### config.mk
export PLATFORM = sky130hd
export DESIGN_NAME = sdram_port_arbiter
export DESIGN_NICKNAME = d
export VERILOG_FILES = /design/src/rtl/sdram_port_arbiter.sv
export SDC_FILE = /design/constraint.sdc
export NUM_CORES = 1
export LEC_CHECK = 0
export CAP_MARGIN = 20
export CORE_MARGIN = 4
export CORE_UTILIZATION = 34
export DETAILED_ROUTE_END_ITERATION = 8
export PLACE_DENSITY = 0.78
export SYNTH_ARGS = -nofsm -noshare
export SYNTH_HDL_FRONTEND = slang
export SYNTH_SLANG_ARGS = --single-unit
### constraint.sdc
create_clock -name clk -period 2.5 [get_ports clk]
set_clock_uncertainty 0.1 [all_clocks]
set_input_delay 0.625 -clock clk [delete_from_list [all_inputs] [get_ports clk]]
set_output_delay 0.625 -clock clk [all_outputs]
set_load 0.01 [all_outputs]
### src/rtl/sdram_port_arbiter.sv
// Three-requester arbiter onto the single SDRAM controller port: fixed priority 0>1>2,
// with a starvation override that lifts port 1 or port 2 to the top after repeated losses.
module sdram_port_arbiter #(
  parameter int unsigned ADDR_W       = 24,
  parameter int unsigned DATA_W       = 16,
  parameter int unsigned STARVE_LIMIT = 8
) (
  input  logic              clk,
  input  logic              reset,
  input  logic [2:0]        req,
  input  logic [2:0]        we,
  input  logic [ADDR_W-1:0] addr0,
  input  logic [ADDR_W-1:0] addr1,
  input  logic [ADDR_W-1:0] addr2,
  input  logic [DATA_W-1:0] wdata0,
  input  logic [DATA_W-1:0] wdata1,
  input  logic [DATA_W-1:0] wdata2,
  input  logic [1:0]        bsel0,
  input  logic [1:0]        bsel1,
  input  logic [1:0]        bsel2,
  output logic [2:0]        ack,
  output logic [DATA_W-1:0] rdata,
  output logic              mem_req,
  output logic              mem_we,
  output logic [ADDR_W-1:0] mem_addr,
  output logic [DATA_W-1:0] mem_wdata,
  output logic [1:0]        mem_dqm,
  input  logic              mem_ack,
  input  logic [DATA_W-1:0] mem_rdata,
  output logic [1:0]        grant,
  output logic              busy
);
  localparam int unsigned     CNT_W    = $clog2(STARVE_LIMIT + 1);
  localparam logic [CNT_W-1:0] LIMIT   = CNT_W'(STARVE_LIMIT);
  localparam logic [1:0]      NO_GRANT = 2'b11;

  typedef enum logic [1:0] {IDLE, BUSY, DONE} state_e;

  state_e            state_q, state_d;
  logic [2:0]        ack_q, ack_d;
  logic [DATA_W-1:0] rdata_q, rdata_d;
  logic              mem_req_q, mem_req_d;
  logic              mem_we_q, mem_we_d;
  logic [ADDR_W-1:0] mem_addr_q, mem_addr_d;
  logic [DATA_W-1:0] mem_wdata_q, mem_wdata_d;
  logic [1:0]        mem_dqm_q, mem_dqm_d;
  logic [1:0]        grant_q, grant_d;
  logic              busy_q, busy_d;
  logic [CNT_W-1:0]  starve1_q, starve1_d;
  logic [CNT_W-1:0]  starve2_q, starve2_d;

  logic [1:0]        win_c;
  logic              sel_we_c;
  logic [ADDR_W-1:0] sel_addr_c;
  logic [DATA_W-1:0] sel_wdata_c;
  logic [1:0]        sel_bsel_c;

  // Winner: a starved port 1/2 first, else fixed priority.
  always_comb begin : winner_sel
    if (starve1_q >= LIMIT && req[1])      win_c = 2'd1;
    else if (starve2_q >= LIMIT && req[2]) win_c = 2'd2;
    else if (req[0])                       win_c = 2'd0;
    else if (req[1])                       win_c = 2'd1;
    else                                   win_c = 2'd2;
  end

  always_comb begin : field_mux
    sel_we_c    = we[0];
    sel_addr_c  = addr0;
    sel_wdata_c = wdata0;
    sel_bsel_c  = bsel0;
    case (win_c)
      2'd1: begin
        sel_we_c    = we[1];
        sel_addr_c  = addr1;
        sel_wdata_c = wdata1;
        sel_bsel_c  = bsel1;
      end
      2'd2: begin
        sel_we_c    = we[2];
        sel_addr_c  = addr2;
        sel_wdata_c = wdata2;
        sel_bsel_c  = bsel2;
      end
      default: ;
    endcase
  end

  always_ff @(posedge clk) begin : state_reg
    if (reset) begin
      state_q     <= IDLE;
      ack_q       <= '0;
      rdata_q     <= '0;
      mem_req_q   <= 1'b0;
      mem_we_q    <= 1'b0;
      mem_addr_q  <= '0;
      mem_wdata_q <= '0;
      mem_dqm_q   <= 2'b11;
      grant_q     <= NO_GRANT;
      busy_q      <= 1'b0;
      starve1_q   <= '0;
      starve2_q   <= '0;
    end else begin
      state_q     <= state_d;
      ack_q       <= ack_d;
      rdata_q     <= rdata_d;
      mem_req_q   <= mem_req_d;
      mem_we_q    <= mem_we_d;
      mem_addr_q  <= mem_addr_d;
      mem_wdata_q <= mem_wdata_d;
      mem_dqm_q   <= mem_dqm_d;
      grant_q     <= grant_d;
      busy_q      <= busy_d;
      starve1_q   <= starve1_d;
      starve2_q   <= starve2_d;
    end
  end

  always_comb begin : next_state
    state_d = state_q;
    case (state_q)
      IDLE:    if (|req) state_d = BUSY;
      BUSY:    if (mem_ack) state_d = DONE;
      DONE:    state_d = IDLE;
      default: state_d = IDLE;
    endcase
  end

  always_comb begin : out_comb
    ack_d       = '0;
    rdata_d     = rdata_q;
    mem_req_d   = mem_req_q;
    mem_we_d    = mem_we_q;
    mem_addr_d  = mem_addr_q;
    mem_wdata_d = mem_wdata_q;
    mem_dqm_d   = mem_dqm_q;
    grant_d     = grant_q;
    starve1_d   = starve1_q;
    starve2_d   = starve2_q;
    busy_d      = (state_d != IDLE);
    case (state_q)
      IDLE: begin
        if (|req) begin
          mem_req_d   = 1'b1;
          mem_we_d    = sel_we_c;
          mem_addr_d  = sel_addr_c;
          mem_wdata_d = sel_wdata_c;
          mem_dqm_d   = ~sel_bsel_c;
          grant_d     = win_c;
          // Losers that are requesting age toward the override; the winner restarts.
          if (win_c == 2'd1)                      starve1_d = '0;
          else if (req[1] && starve1_q < LIMIT)   starve1_d = starve1_q + CNT_W'(1);
          if (win_c == 2'd2)                      starve2_d = '0;
          else if (req[2] && starve2_q < LIMIT)   starve2_d = starve2_q + CNT_W'(1);
        end
      end
      BUSY: begin
        if (mem_ack) begin
          rdata_d   = mem_rdata;
          ack_d     = 3'b001 << grant_q;
          mem_req_d = 1'b0;
        end
      end
      DONE: grant_d = NO_GRANT;
      default: ;
    endcase
  end

  assign ack       = ack_q;
  assign rdata     = rdata_q;
  assign mem_req   = mem_req_q;
  assign mem_we    = mem_we_q;
  assign mem_addr  = mem_addr_q;
  assign mem_wdata = mem_wdata_q;
  assign mem_dqm   = mem_dqm_q;
  assign grant     = grant_q;
  assign busy      = busy_q;
endmodule

==> out/qor.txt <==
DETAILED ROUTING
------------------------------------------------------------------------------------------
Initial detailed-routing violation count ....................................          247
Antenna viol nets, final ....................................................            0
Detailed-routing iteration count for the pre-antenna-repair pass ............            4
Final WL ....................................................................      13.2 mm
Number of remaining DRC errors ..............................................            0
Wirelength per Cell .........................................................      17.2 um
Count of vias placed by the detailed router .................................         3996
Average via count per standard cell .........................................         5.22

SYNTH
------------------------------------------------------------------------------------------
Cell type with the highest aggregate area in the netlist .................... sky130_fd_sc_hd__dfxtp_1
Flop and latch count out of synthesis .......................................           76
Synthesis warning total .....................................................            0
Gate count after technology mapping .........................................          415
Syn nets ....................................................................          572
Leading post-synthesis cells by cell area ................................... sky130_fd_sc_hd__dfxtp_1 (43%), sky130_fd_sc_hd__a22oi_1 (9.5%), sky130_fd_sc_hd__a22o_1 (9.4%)
Syn avg cell area ...........................................................    8.55 um^2
Area share of the leading cell type in the synthesized netlist ..............        42.9%
Cell variety after synth ....................................................           37
Post-synthesis cell area .................................................... 0.00355 mm^2
Post-synthesis sequential area ratio ........................................        42.9%

FINISH
------------------------------------------------------------------------------------------
Syn-to-layout area delta ....................................................        73.9%
Final nets ..................................................................          782
Final instance count without filler cells ...................................          766
Share of post-route cells with drive strength above 1 .......................        7.78%
Final design instance area without fill ..................................... 0.00617 mm^2
Antenna diodes ..............................................................            0

PLACE
------------------------------------------------------------------------------------------
Pre-CTS WS ..................................................................      -400 ps
Final Wtd Congestion ........................................................        0.770
Placed Cells incl. Taps .....................................................          749
Half-perimeter wire length after detailed placement .........................      9.75 mm
Placed cell area ............................................................ 0.00592 mm^2
Number of port buffers ......................................................          216

CRITICAL PATH
------------------------------------------------------------------------------------------
Critical Path Sink Type .....................................................    flip-flop
Kind of critical path ....................................................... primary input to flip-flop
Worst endpoint required time ................................................      2630 ps
Arrival time of data at the critical path endpoint ..........................      2530 ps
Top fanout value on the critical path .......................................           43
CP Launch Type .............................................................. primary input

POWER
------------------------------------------------------------------------------------------
Power density cells .........................................................  531 mW/mm^2
Static leakage ..............................................................   0.00230 uW
Worst-case vdd ir drop ......................................................     0.358 mV

STATUS
------------------------------------------------------------------------------------------
Result of the run ........................................................... finished clean

FLOORPLANNING
------------------------------------------------------------------------------------------
Starting Density ............................................................        34.7%
Total die area ..............................................................  0.0121 mm^2
Horizontal extent of the die ................................................       110 um
Boundary Pins ...............................................................          217
Core Footprint ..............................................................  0.0102 mm^2
Vert. Die Dim ...............................................................       110 um
Std cell rows ...............................................................           37

CLOCK NETWORK
------------------------------------------------------------------------------------------
Insertion delay to the later sink of the worst-skew pair ....................       340 ps
CTS Buffer Depth ............................................................            2
Num Clock Sinks .............................................................           76
Clock edge transition at the registers on the reported setup and hold paths .        80 ps
CTS Root Cell ............................................................... sky130_fd_sc_hd__clkbuf_8
CTS buffer count ............................................................            9
TritonCTS clock tree ........................................................          yes
H-tree depth reported by CTS ................................................            3

WORST HOLD PATH
------------------------------------------------------------------------------------------
Hold Path Class ............................................................. flip-flop to flip-flop

STA
------------------------------------------------------------------------------------------
Final period utilization ....................................................        95.9%
Count of pins over their slew limit .........................................            0
Final Setup Violations ......................................................            0
Time the worst path needs with I/O delays and setup .........................      2400 ps
Setup repair after global routing missed its margin .........................        false
Worst rel slew slack ........................................................        56.3%
Actual slew at the worst max-slew pin .......................................       653 ps
Minimum setup slack in the final design .....................................       102 ps
Max Fclk ....................................................................      417 MHz
Final hold vios .............................................................            0

GLOBAL ROUTING
------------------------------------------------------------------------------------------
Global-route wire length before repair ......................................      20.0 mm
Largest net degree at the start of global routing ...........................           47
Initial antenna violation count .............................................            0
Total routing resource utilization after global routing .....................        20.9%
Vias in the first global route ..............................................         3973
Gr ovfl total ...............................................................            0

FLOW RUN
------------------------------------------------------------------------------------------
Max-capacitance violation count .............................................            0

==> cell usage after synthesis, drive strengths merged <==
| master | number |
|---|---|
| ha | 6 |
| a41oi | 2 |
| o211ai | 2 |
| or2b | 1 |
| nor4 | 1 |
| nor3 | 2 |
| inv | 11 |
| o32ai | 4 |
| and3b | 1 |
| clkbuf | 24 |
| or3 | 4 |
| nand2b | 5 |
| nand3 | 2 |
| and2 | 2 |
| a21oi | 21 |
| a31oi | 1 |
| a211oi | 7 |
| dfxtp | 76 |
| nand4 | 2 |
| o31ai | 2 |
| o21ai | 46 |
| or2 | 1 |
| nand2 | 78 |
| buf | 15 |
| nand3b | 3 |
| nor2 | 6 |
| nor4b | 2 |
| nor3b | 2 |
| a22o | 41 |
| a22oi | 45 |
==> power breakdown <==
group | internal, uW | leakage, uW | total [uW] | switching [uW]
logic | 517 | 0.00158 | 890 | 373
clock network | 563 | 0.000102 | 1030 | 465
registers | 1300 | 0.000623 | 1360 | 54.4
total | 2380 | 0.00230 | 3280 | 893
==> metrics by stage <==
stage                     utilization (%)  power [uW]  hold WS [ps]  TNS, ps
after floorplan                         -        1740           370        0
final                                60.3        3280           362        0
after detailed placement             57.8        2270           349   -11010
after global routing                 60.3        3460           384        0
after global placement               57.8        2250           343    -7040
after CTS                            60.0        3320           361        0
==> path summary, 6_finish.rpt <==
| kind | cells past startpoint | slack [ps] | start | to |
|---|---|---|---|---|
| min reg2reg | 2 | 360 | rdata[14]$_SDFFE_PP0P_ | rdata[14]$_SDFFE_PP0P_ |
| max reg2reg | 8 | 430 | starve2_q[3]$_SDFFE_PP0P_ | mem_addr[14]$_SDFFE_PP0P_ |
| min | 2 | 360 | rdata[14]$_SDFFE_PP0P_ | rdata[14]$_SDFFE_PP0P_ |
| max | 9 | 100 | req[1] | mem_wdata[8]$_SDFFE_PP0P_ |
==> area by class of cell <==
cell class                      count  area [um^2]
Timing Repair Buffer              238         2400
Clock inverter                      6         88.8
Fill cell                         875         4060
Tap cell                          136          170
Inverter                           11         41.3
Multi-Input combinational cell    289         1820
Clock buffer                       10          128
Sequential cell                    76         1520
==> worst max-delay path: stages <==
cell and delay [ps]:
sky130_fd_sc_hd__clkdlybuf4s50_1 530, sky130_fd_sc_hd__nand2_1 120, sky130_fd_sc_hd__a31oi_4 210, sky130_fd_sc_hd__inv_1 80, sky130_fd_sc_hd__ha_2 200, sky130_fd_sc_hd__buf_12 170, sky130_fd_sc_hd__a22oi_2 270, sky130_fd_sc_hd__o21ai_0 110
sky130_fd_sc_hd__a22o_1 200
==> placed cells by master (no fill, tap or decap), drive strengths merged, types with 7 or more instances in the layout <==
| master | instances |
|---|---|
| dfxtp | 76 |
| a21oi | 21 |
| o21ai | 46 |
| a22oi | 45 |
| inv | 11 |
| a22o | 41 |
| a211oi | 7 |
| nand2 | 78 |
| clkdlybuf4s50 | 216 |
| buf | 22 |
| clkbuf | 10 |
==> state kept, by name (all words and copies together) (netlist names) <==
register	count
mem_addr	24
mem_wdata	16
rdata	16
starve1_q	4
starve2_q	4
ack	3
grant	2
mem_dqm	2
state_q	2
busy	1
mem_req	1
mem_we	1
==> cells by family (layout without fill, tap and decap cells) <==
kind of cell,count (synthesis),in the layout,synth area share (%)
fa+ha+maj,6,6,2.12
simple gates,112,112,14.7
flops,76,76,42.9
buf+inv,50,265,6.77
compound gates,171,171,33.5
==> repair_timing <==
item	in CTS	in global routing
hold endpoints to repair	0	0
resized for setup	1	4
setup endpoints to repair	1	22
buffers inserted	0	1
pin swaps	0	2
hold buffers	0	0
==> per-layer routing <==
metal,GRT usage [%],vias up,routed length (um)
met1,23.1,1856,4990
met4,8.09,0,311
met2,36.4,176,6410
met5,0,-,0
li1,-,1939,-
met3,7.57,25,1450
No activity file was read; power rests on OpenSTA's default activity.
